### config.mk
export PLATFORM = sky130hd
export DESIGN_NAME = kuyruk_olusturucu
export DESIGN_NICKNAME = d
export VERILOG_FILES = /design/src/rtl/kuyruk_pkg.sv /design/src/rtl/kuyruk_olusturucu.sv
export SDC_FILE = /design/constraint.sdc
export NUM_CORES = 1
export LEC_CHECK = 0
export ABC_AREA = 1
export BUFFER_PORTS_ARGS = -buffer_cell sky130_fd_sc_hd__buf_2
export CAP_MARGIN = 30
export CELL_PAD_IN_SITES_DETAIL_PLACEMENT = 1
export CELL_PAD_IN_SITES_GLOBAL_PLACEMENT = 1
export CORE_UTILIZATION = 38
export DETAILED_ROUTE_END_ITERATION = 8
export HOLD_SLACK_MARGIN = 0.12
export PLACE_DENSITY_LB_ADDON = 0.1
export SLEW_MARGIN = 10
export SYNTH_ARGS = -nofsm -noshare
export SYNTH_HDL_FRONTEND = slang
export SYNTH_SLANG_ARGS = --single-unit
### constraint.sdc
create_clock -name clk -period 2.4 [get_ports clk]
set_input_delay 0.12 -clock clk [delete_from_list [all_inputs] [get_ports clk]]
set_output_delay 0.12 -clock clk [all_outputs]
set_load 0.01 [all_outputs]
### src/rtl/kuyruk_pkg.sv
// Shared field layout, widths and FSM encoding for the queue word builder
// and the downstream queue controller, so slot positions cannot diverge.
package kuyruk_pkg;

  localparam int GIRDI_SAYISI = 4;
  localparam int VERI_W       = 5;
  localparam int CEVRIM_W     = 3;
  localparam int GIRDI_W      = VERI_W + CEVRIM_W;
  localparam int KUYRUK_W     = GIRDI_SAYISI * GIRDI_W;

  typedef struct packed {
    logic [VERI_W-1:0]   veri;
    logic [CEVRIM_W-1:0] cevrim;
  } kuyruk_girdi_t;

  typedef enum logic [1:0] {
    BOS    = 2'd0,
    DOLDUR = 2'd1,
    GONDER = 2'd2
  } olusturucu_durum_t;

  // Slot 0 occupies the most significant bits of the word.
  function automatic logic [KUYRUK_W-1:0] slot_yaz(
    input logic [KUYRUK_W-1:0] kelime,
    input logic [2:0]          idx,
    input kuyruk_girdi_t       girdi
  );
    logic [KUYRUK_W-1:0] f;
    f = kelime;
    for (int i = 0; i < GIRDI_SAYISI; i++) begin
      if (3'(i) == idx) f[KUYRUK_W-1-i*GIRDI_W -: GIRDI_W] = girdi;
    end
    return f;
  endfunction

endpackage

### src/rtl/kuyruk_olusturucu.sv
// Packs (veri, cevrim) entries MSB-first into a queue word and hands it downstream.
// Optional build macro KUYRUK_SIFIR_CEVRIM_RED_EN: rejects cevrim==0 entries and pulses hata.
module kuyruk_olusturucu
  import kuyruk_pkg::*;
(
  input  logic                clk,
  input  logic                rst,
  input  logic                giris_gecerli,
  output logic                giris_hazir,
  input  logic [VERI_W-1:0]   giris_veri,
  input  logic [CEVRIM_W-1:0] giris_cevrim,
  input  logic                bosalt,
  output logic                cikis_gecerli,
  input  logic                cikis_hazir,
  output logic [KUYRUK_W-1:0] cikis_kuyruk,
  output logic [2:0]          doluluk,
  output logic                hata
);

  olusturucu_durum_t   r_durum;
  logic [KUYRUK_W-1:0] r_kelime;
  logic [2:0]          r_sayac;

  logic                w_kabul;
  logic                w_yaz;
  logic [2:0]          w_sayac_art;

  assign w_kabul     = giris_gecerli && giris_hazir;
  assign w_sayac_art = r_sayac + 3'd1;

`ifdef KUYRUK_SIFIR_CEVRIM_RED_EN
  logic r_hata;
  logic w_red;

  assign w_red = w_kabul && (giris_cevrim == '0);
  assign w_yaz = w_kabul && !w_red;
  assign hata  = r_hata;

  always_ff @(posedge clk) begin
    if (rst) r_hata <= 1'b0;
    else     r_hata <= w_red;
  end
`else
  assign w_yaz = w_kabul;
  assign hata  = 1'b0;
`endif

  // Outputs come straight from registers; no path from cikis_hazir to giris_hazir.
  assign giris_hazir   = (r_durum != GONDER);
  assign cikis_gecerli = (r_durum == GONDER);
  assign cikis_kuyruk  = r_kelime;
  assign doluluk       = r_sayac;

  always_ff @(posedge clk) begin
    if (rst) begin
      r_durum  <= BOS;
      r_kelime <= '0;
      r_sayac  <= '0;
    end else begin
      case (r_durum)
        BOS, DOLDUR: begin
          if (w_yaz) begin
            r_kelime <= slot_yaz(r_kelime, r_sayac, kuyruk_girdi_t'({giris_veri, giris_cevrim}));
            r_sayac  <= w_sayac_art;
            if ((w_sayac_art == 3'(GIRDI_SAYISI)) || bosalt) r_durum <= GONDER;
            else                                           r_durum <= DOLDUR;
          end else if (bosalt && (r_sayac != 3'd0)) begin
            r_durum <= GONDER;
          end
        end
        GONDER: begin
          // Release cycle takes no entry, so the next word starts clean.
          if (cikis_hazir) begin
            r_durum  <= BOS;
            r_kelime <= '0;
            r_sayac  <= '0;
          end
        end
        default: r_durum <= BOS;
      endcase
    end
  end

endmodule

Yosys cells after proc, flatten, opt, wreduce, memory -nomap -nowiden
Cells that the tools add are included. W data, S select, Z words.

Add/sub/neg operators: 1. Muxes and demuxes: 15. Reductions and logical operators: 14. Equal/unequal tests: 14.

Operator list (count): $mux W32 (2); $pmux W32 S2 (1); $mux W8 (4); $reduce_and A4 Y1 (4); $ne A2 B2 Y1 const B (6); $mux W2 (4); $eq A2 B3 Y1 const A (2); $mux W3 (2); $pmux W3 S2 (1); $pmux W2 S2 (1); $add A3 B1 Y3 const B (1); $eq A1 B3 Y1 const A (1); $eq A3 B3 Y1 const B (1); $logic_not A3 Y1 (1); $ne A3 B3 Y1 const B (1); $reduce_and A3 Y1 (1); $reduce_bool A3 Y1 (1); $eq A2 B1 Y1 const B (1); $eq A2 B2 Y1 const B (1); $logic_and A1 B1 Y1 (2); $logic_not A2 Y1 (1); $ne A2 B1 Y1 const B (1); $reduce_and A2 Y1 (1); $reduce_bool A2 Y1 (1); 2 further kinds (2).

Word-level logic and storage cells: 50. Flip-flop bits (word level): 37. Output and inout bits: 38.

Depth between registers and ports, before layout
Gate-level depths: netlist of run 1.

Depth in word-level cells: 6. Gate-level depth with buffers: 8. Mapped depth without buffers: 8.

Least setup slack after synthesis of run 1
No wires, ideal clock.

Kind: reg2reg. Start point: register r_sayac[0] (netlist: doluluk[0]). End point: register r_kelime[11] (netlist: cikis_kuyruk[11]). Path slack: 1.104 ns. Path buffers: 1. Stages on the path, launching flop included: 8. Arrival time: 1.181 ns. Data required time: 2.285 ns. Path through: dfxtp_1 > inv_1 > ha_1 > nand2_1 > nand2_1 > buf_2 > a21oi_1 > nor2_1.

Longest elaborated chain between the ends: 3.

Ends and longest elaborated chain: start, declared (RTL line kuyruk_olusturucu.sv:22) `logic [2:0] r_sayac;`; start signal, assigned (RTL line kuyruk_olusturucu.sv:64) `r_sayac <= w_sayac_art;`; $eq A2 B3 Y1 (RTL line kuyruk_pkg.sv:31) `if (3'(i) == idx) f[KUYRUK_W-1-i*GIRDI_W -: GIRDI_W] = girdi;`; $ne A2 B2 Y1 (no source line); $reduce_and A4 Y1 (no source line); end signal, assigned (RTL line kuyruk_olusturucu.sv:63) `r_kelime <= slot_yaz(r_kelime, r_sayac, kuyruk_girdi_t'({giris_veri, giris_cevrim}));`; end, declared (RTL line kuyruk_olusturucu.sv:21) `logic [KUYRUK_W-1:0] r_kelime;`.

No other way between the ends. A chain may end at the register's enable or synchronous reset.

Final worst setup path of run 1
Start point: register r_durum[1]. End point: register r_kelime[15] (netlist: cikis_kuyruk[15]).

Longest elaborated chain between the ends: 4. Elaborated cells on any way between the ends: 12. Those cells by class: eq/ne: 6; mux: 1; reduce/logical: 5.

Ends and longest elaborated chain: start, declared (RTL line kuyruk_olusturucu.sv:20) `olusturucu_durum_t r_durum;`; start signal, assigned (RTL line kuyruk_olusturucu.sv:56) `r_durum <= BOS;`; start signal, assigned (RTL line kuyruk_olusturucu.sv:65) `if ((w_sayac_art == 3'(GIRDI_SAYISI)) || bosalt) r_durum <= GONDER;`; start signal, assigned (RTL line kuyruk_olusturucu.sv:66) `else r_durum <= DOLDUR;`; $eq A2 B1 Y1 (tied with other cells) (RTL line kuyruk_olusturucu.sv:60) `case (r_durum)`; $reduce_or A2 Y1 / $logic_and A1 B1 Y1 (equally long branches) (RTL line kuyruk_olusturucu.sv:60, kuyruk_olusturucu.sv:28); $ne A2 B2 Y1 (no source line) / $reduce_bool A2 Y1 (equally long branches); $reduce_and A4 Y1 (no source line).

Parallel ways exist; a longest one is shown, timed or not.

==> results of run 1 <==
==> power by group <==
group / switching, mW / total (mW) / internal (mW)
combinational: 0.260 / 0.403 / 0.143
sequential: 0.0385 / 0.717 / 0.679
clock: 0.208 / 0.414 / 0.206
total: 0.506 / 1.53 / 1.03
==> sequential cells by signal (all words and copies together), names as in the netlist <==
name	flops
cikis_kuyruk	32
doluluk	3
r_durum	2
==> worst max-delay path, cell delays in order, from the launching register on <==
cell and delay [ns]:
dfxtp_1 0.53, nand3_4 0.30, nand2_4 0.37, nand2_1 0.17, nor2_1 0.13, nor2_1 0.05
==> cells in the mapped netlist <==
master    instances  share of area
nand2_2           4          0.014
clkbuf_1          2         0.0043
conb_1            1         0.0022
nand3_4           1          0.010
nand2_4           3          0.019
buf_6             3          0.019
buf_4             2         0.0086
inv_2             3         0.0065
inv_1            19          0.041
or2_2             1         0.0036
nor2_1           37          0.080
buf_1             1         0.0022
nand3b_1          7          0.030
dfxtp_1          37           0.43
nor2_4            1         0.0065
buf_2             3         0.0086
o21ai_0           1         0.0029
a21oi_1          29          0.084
nand3_1          25          0.072
ha_1              5          0.036
nand2_1          55           0.12
nor2_2            1         0.0036
==> logic make-up (layout without fill, tap and decap cells) <==
| kind of cell | Yosys count | in the layout | share of synthesized area |
|---|---|---|---|
| flip-flops | 37 | 37 | 0.4262 |
| other | 1 | 1 | 0.002158 |
| AO/OA/AOI/OAI | 30 | 30 | 0.08639 |
| AND/OR/NAND/NOR | 135 | 135 | 0.3585 |
| adder cells (fa/ha/maj) | 5 | 5 | 0.03600 |
| buffers and inverters | 33 | 80 | 0.09071 |
==> path summary, 6_finish.rpt <==
path / end / slack, ns / depth (start not counted)
min reg2reg: cikis_kuyruk[18]$_SDFFE_PP0P_ / 0.48 / 2
min: cikis_kuyruk[1]$_SDFFE_PP0P_ / 0.18 / 2
max reg2reg: cikis_kuyruk[15]$_SDFFE_PP0P_ / 0.73 / 5
max: cikis_kuyruk[15]$_SDFFE_PP0P_ / 0.73 / 5
==> area by class of cell <==
| type | instances | area, um2 |
|---|---|---|
| clock buffer | 8 | 80.08 |
| multi-input combinational | 171 | 839.6 |
| inverter | 22 | 82.58 |
| tap | 52 | 65.06 |
| sequential | 37 | 740.7 |
| timing repair buffer | 50 | 252.7 |
| fill | 595 | 2323 |
==> layer usage <==
layer / up-vias / part of all wire
li1: 851 / -
met1: 785 / 0.48
met2: 45 / 0.46
met3: 9 / 0.040
met4: 0 / 0.013
met5: - / 0
==> metrics by stage <==
| stage | utilization | instances |
|---|---|---|
| floorplan | - | 241 |
| finish | 0.4700 | 340 |
| detailed placement | 0.4518 | 332 |
| global placement | 0.4518 | 332 |
| CTS | 0.4700 | 340 |
| global route | 0.4700 | 340 |
==> reports/metrics.cfg, run 1 <==
[status]
status = finished, final reports clean

[timing]
skew_ns = 0.005911
worst_slack_ns = 0.7348
whs_ns = 0.1773
fmax_ghz = 0.6005
period_share = 0.6938
period_needed_ns = 1.665
setup_viol = 0
tns_ns = 0
hold_viol = 0
report.final.slew_viol_count = 0
rsz0062_at_grt = false

[power_and_ir_drop]
p_per_area_nw_per_um2 = 744.8
p_total_mw = 1.535
p_leak_nw = 1.083
ir_drop_uv = 337.9

[die]
die_w_um = 69.63
rows = 24
start_util = 0.3964
die_area_um2 = 4848
io_pins = 51
die-height_um = 69.63
core_um2 = 4384

[hold_path]
hold_class = in -> reg
hp-start = rst

[clock_tree]
tritoncts = done
cts-root-buf = clkbuf_8
h-tree-depth = 2
clkTransAtPathRegs_ns = 0.07
clockBufferDepth = 2
ctsHoldBuffers = 0
insertion_delay_ns = 0.28
post-cts-setup-buffer-count = 0
cts_inserted_buffers = 5
cts.sinks = 37
cts_resized = 0

[place]
place.gp.congestion = 0.7592
detailed_place_hpwl_mm = 3.371
port_buffers = 49
dp_slack_ns = 0.7711
placed_cell_area_um2 = 1981

[flow_run]
drv_cap = 0

[setup_path]
cp-startpoint = r_durum[1]$_SDFFE_PP0P_
critical_path_class = reg -> reg
end_kind = flop
arrival_ns = 1.85
r2r_start = r_durum[1]$_SDFFE_PP0P_
crit_fanout = 31
cp.required_ns = 2.58
start_kind = flop

[global_route]
grtUsageMet1 = 0.2552
grt_use_total = 0.1907
grt-busiest-layer = met2
grt.overflow.total = 0
grt_pass1_vias = 1560
grt_use_met3 = 0.03488
antenna_found_initial = 0
grt_max_degree = 32
grtUsageMet2 = 0.3150
grt_pass1_wl_mm = 7.376

[final_layout]
final_cell_area_um2 = 2061
nNetsFinal = 305
layout-drive-gt1-share = 0.2396
mostFrequentLayoutCell = nand2_1
mostFrequentLayoutCells = nand2_1 (55), buf_2 (49), nor2_1 (37), dfxtp_1 (37), a21oi_1 (29)
antenna_cells = 0
area_growth_pct = 18.57

[logic_synthesis]
mappedNetlistNets = 259
netlist_instances = 241
synth_seq_cells = 37
synth-seq-area-share = 0.4262
syn_avg_cell_area_um2 = 7.211
synthesis.yosys.warnings = 0
synth_cell_types = 22
netlist_area_um2 = 1738

[route]
vias = 1690
post_drt_wl_per_cell_um = 13.32
first_iter_violations = 61
routed_via_density = 4.971
ant_nets = 0
drt_first_pass_iters = 4
drc_errors = 0
wl_mm = 4.530

No activity file was read; power rests on OpenSTA's default activity.
==> run 2, diff against run 1 <==
--- a/config.mk
+++ b/config.mk
@@ -10,7 +10,7 @@
 export CAP_MARGIN = 30
 export CELL_PAD_IN_SITES_DETAIL_PLACEMENT = 1
 export CELL_PAD_IN_SITES_GLOBAL_PLACEMENT = 1
-export CORE_UTILIZATION = 38
+export CORE_UTILIZATION = 36
 export DETAILED_ROUTE_END_ITERATION = 8
 export HOLD_SLACK_MARGIN = 0.12
 export PLACE_DENSITY_LB_ADDON = 0.1
==> constraint.sdc (replaced) <==
create_clock -name clk -period 1.63 [get_ports clk]
set_input_delay 0.0815 -clock clk [delete_from_list [all_inputs] [get_ports clk]]
set_output_delay 0.0815 -clock clk [all_outputs]
set_load 0.01 [all_outputs]
==> run 2 against run 1 <==
  * Fmax grew 18%
  * Sequential share of layout area down 0.43 points
  * Critical path depth is 2 higher
  * Count of clock-buffer cells in the layout unchanged
  * Routed wire length increased by 1.0%
  * Worst setup slack worse by 0.51 ns
  * Final cell count up 0.88%
  * Sequential power rose by 46%
  * Highest routed layer unchanged
==> reports/metrics.cfg, run 2 (same netlist as run 1, synthesis figures left out) <==
[global_route]
antenna_found_initial = 0
grt.overflow.total = 0
grt_max_degree = 32
grt_use_total = 0.1894
grt_pass1_wl_mm = 7.452
grt_pass1_vias = 1621

[setup_path]
end_kind = flop
start_kind = flop
cp.required_ns = 1.85
critical_path_class = reg -> reg
r2r_cells = 7
arrival_ns = 1.63
crit_fanout = 7
r2r-end = cikis_kuyruk[24]$_SDFFE_PP0P_
r2r_start = doluluk[0]$_SDFFE_PP0P_
r2r_setup_slack_ns = 0.22

[route]
drc_errors = 0
drt_first_pass_iters = 4
first_iter_violations = 93
routed_via_density = 4.845
vias = 1662
post_drt_wl_per_cell_um = 13.34
wl_mm = 4.577
ant_nets = 0

[timing]
tns_ns = 0
setup_viol = 0
worst_slack_ns = 0.2218
report.final.slew_viol_count = 0
fmax_ghz = 0.7101
period_needed_ns = 1.408
period_share = 0.8639
whs_ns = 0.1433
skew_ns = 0.006207
hold_viol = 0
rsz0062_at_grt = false

[die]
die_area_um2 = 5109
die-height_um = 71.48
die_w_um = 71.48
core_um2 = 4504
io_pins = 51
start_util = 0.3858
rows = 24

[clock_tree]
insertion_delay_ns = 0.29
clkTransAtPathRegs_ns = 0.07
h-tree-depth = 2
cts_inserted_buffers = 5
clockBufferDepth = 2
tritoncts = done
ctsHoldBuffers = 0
cts.sinks = 37
cts-root-buf = clkbuf_8

[place]
dp_slack_ns = 0.1153
placed_cell_area_um2 = 2003
port_buffers = 49
dp.cells = 335
detailed_place_hpwl_mm = 3.299
place.gp.congestion = 0.8051

[final_layout]
largest_register_ffs = 32
postLayoutCoreUtil = 0.4631
mostFrequentLayoutCell = nand2_1
layout-drive-gt1-share = 0.2509
area_growth_pct = 20.01
final_cell_area_um2 = 2086
final_cells = 343
antenna_cells = 0
mostFrequentLayoutCells = nand2_1 (54), buf_2 (49), nor2_1 (37), dfxtp_1 (37), a21oi_1 (29)
nNetsFinal = 308

[power_and_ir_drop]
ir_drop_uv = 420.1
p_total_mw = 2.277
p_per_area_nw_per_um2 = 1092
p_leak_nw = 1.097

[hold_path]
holdPathStages = 2
hp-start = rst
hold_class = in -> reg
min_to = cikis_kuyruk[1]$_SDFFE_PP0P_

[flow_run]
drv_cap = 0

[status]
status = finished, final reports clean

-- run 2: cell types whose count changed in the layout (fill, tap and decap cells not counted), sizes merged --
cell / delta
buf: +3
-- run 2: area by class of cell --
class / instances / area [um2]
Inverter: 22 / 82.58
Sequential cell: 37 / 740.7
Timing Repair Buffer: 53 / 275.3
Fill cell: 604 / 2419
Tap cell: 52 / 65.06
Multi-Input combinational cell: 171 / 842.1
Clock buffer: 8 / 80.08
-- run 2: what timing repair did --
| action | CTS | global route |
|---|---|---|
| setup buffers | 0 | 0 |
| gates resized for setup | 0 | 1 |
| endpoints found under the setup margin | 0 | 2 |
-- run 2: critical path, stage by stage, from the launching register on --
cell and delay, ns:
dfxtp_1 0.42, inv_1 0.09, ha_1 0.23, nand2_1 0.11, nor2_1 0.07, nor2_2 0.24, nor2_1 0.07, nor2_1 0.12
-- run 2: layer usage --
layer,up-vias,routed length (um),track usage
li1,858,-,-
met1,769,2204,0.2381
met2,33,2185,0.3249
met3,2,172,0.05063
met4,0,15,0.04575
met5,-,0,0
-- run 2: worst max-delay path by stage --
stage | endpoint | from | slack (ns) | depth (start not counted)
after floorplan | cikis_kuyruk[11]$_SDFFE_PP0P_ | doluluk[0]$_SDFFE_PP0P_ | 0.33 | 7
after global placement | cikis_kuyruk[10]$_SDFFE_PP0P_ | doluluk[0]$_SDFFE_PP0P_ | 0.18 | 8
after detailed placement | cikis_kuyruk[15]$_SDFFE_PP0P_ | doluluk[0]$_SDFFE_PP0P_ | 0.12 | 8
after CTS | cikis_kuyruk[15]$_SDFFE_PP0P_ | doluluk[0]$_SDFFE_PP0P_ | 0.10 | 8
after global routing | cikis_kuyruk[15]$_SDFFE_PP0P_ | r_durum[1]$_SDFFE_PP0P_ | 0.05 | 6
final | cikis_kuyruk[24]$_SDFFE_PP0P_ | doluluk[0]$_SDFFE_PP0P_ | 0.22 | 7
-- run 2: where the power goes --
part | internal, mW | total [mW] | switching (mW)
sequential | 0.999 | 1.05 | 0.0523
clock | 0.304 | 0.616 | 0.312
combinational | 0.220 | 0.610 | 0.390
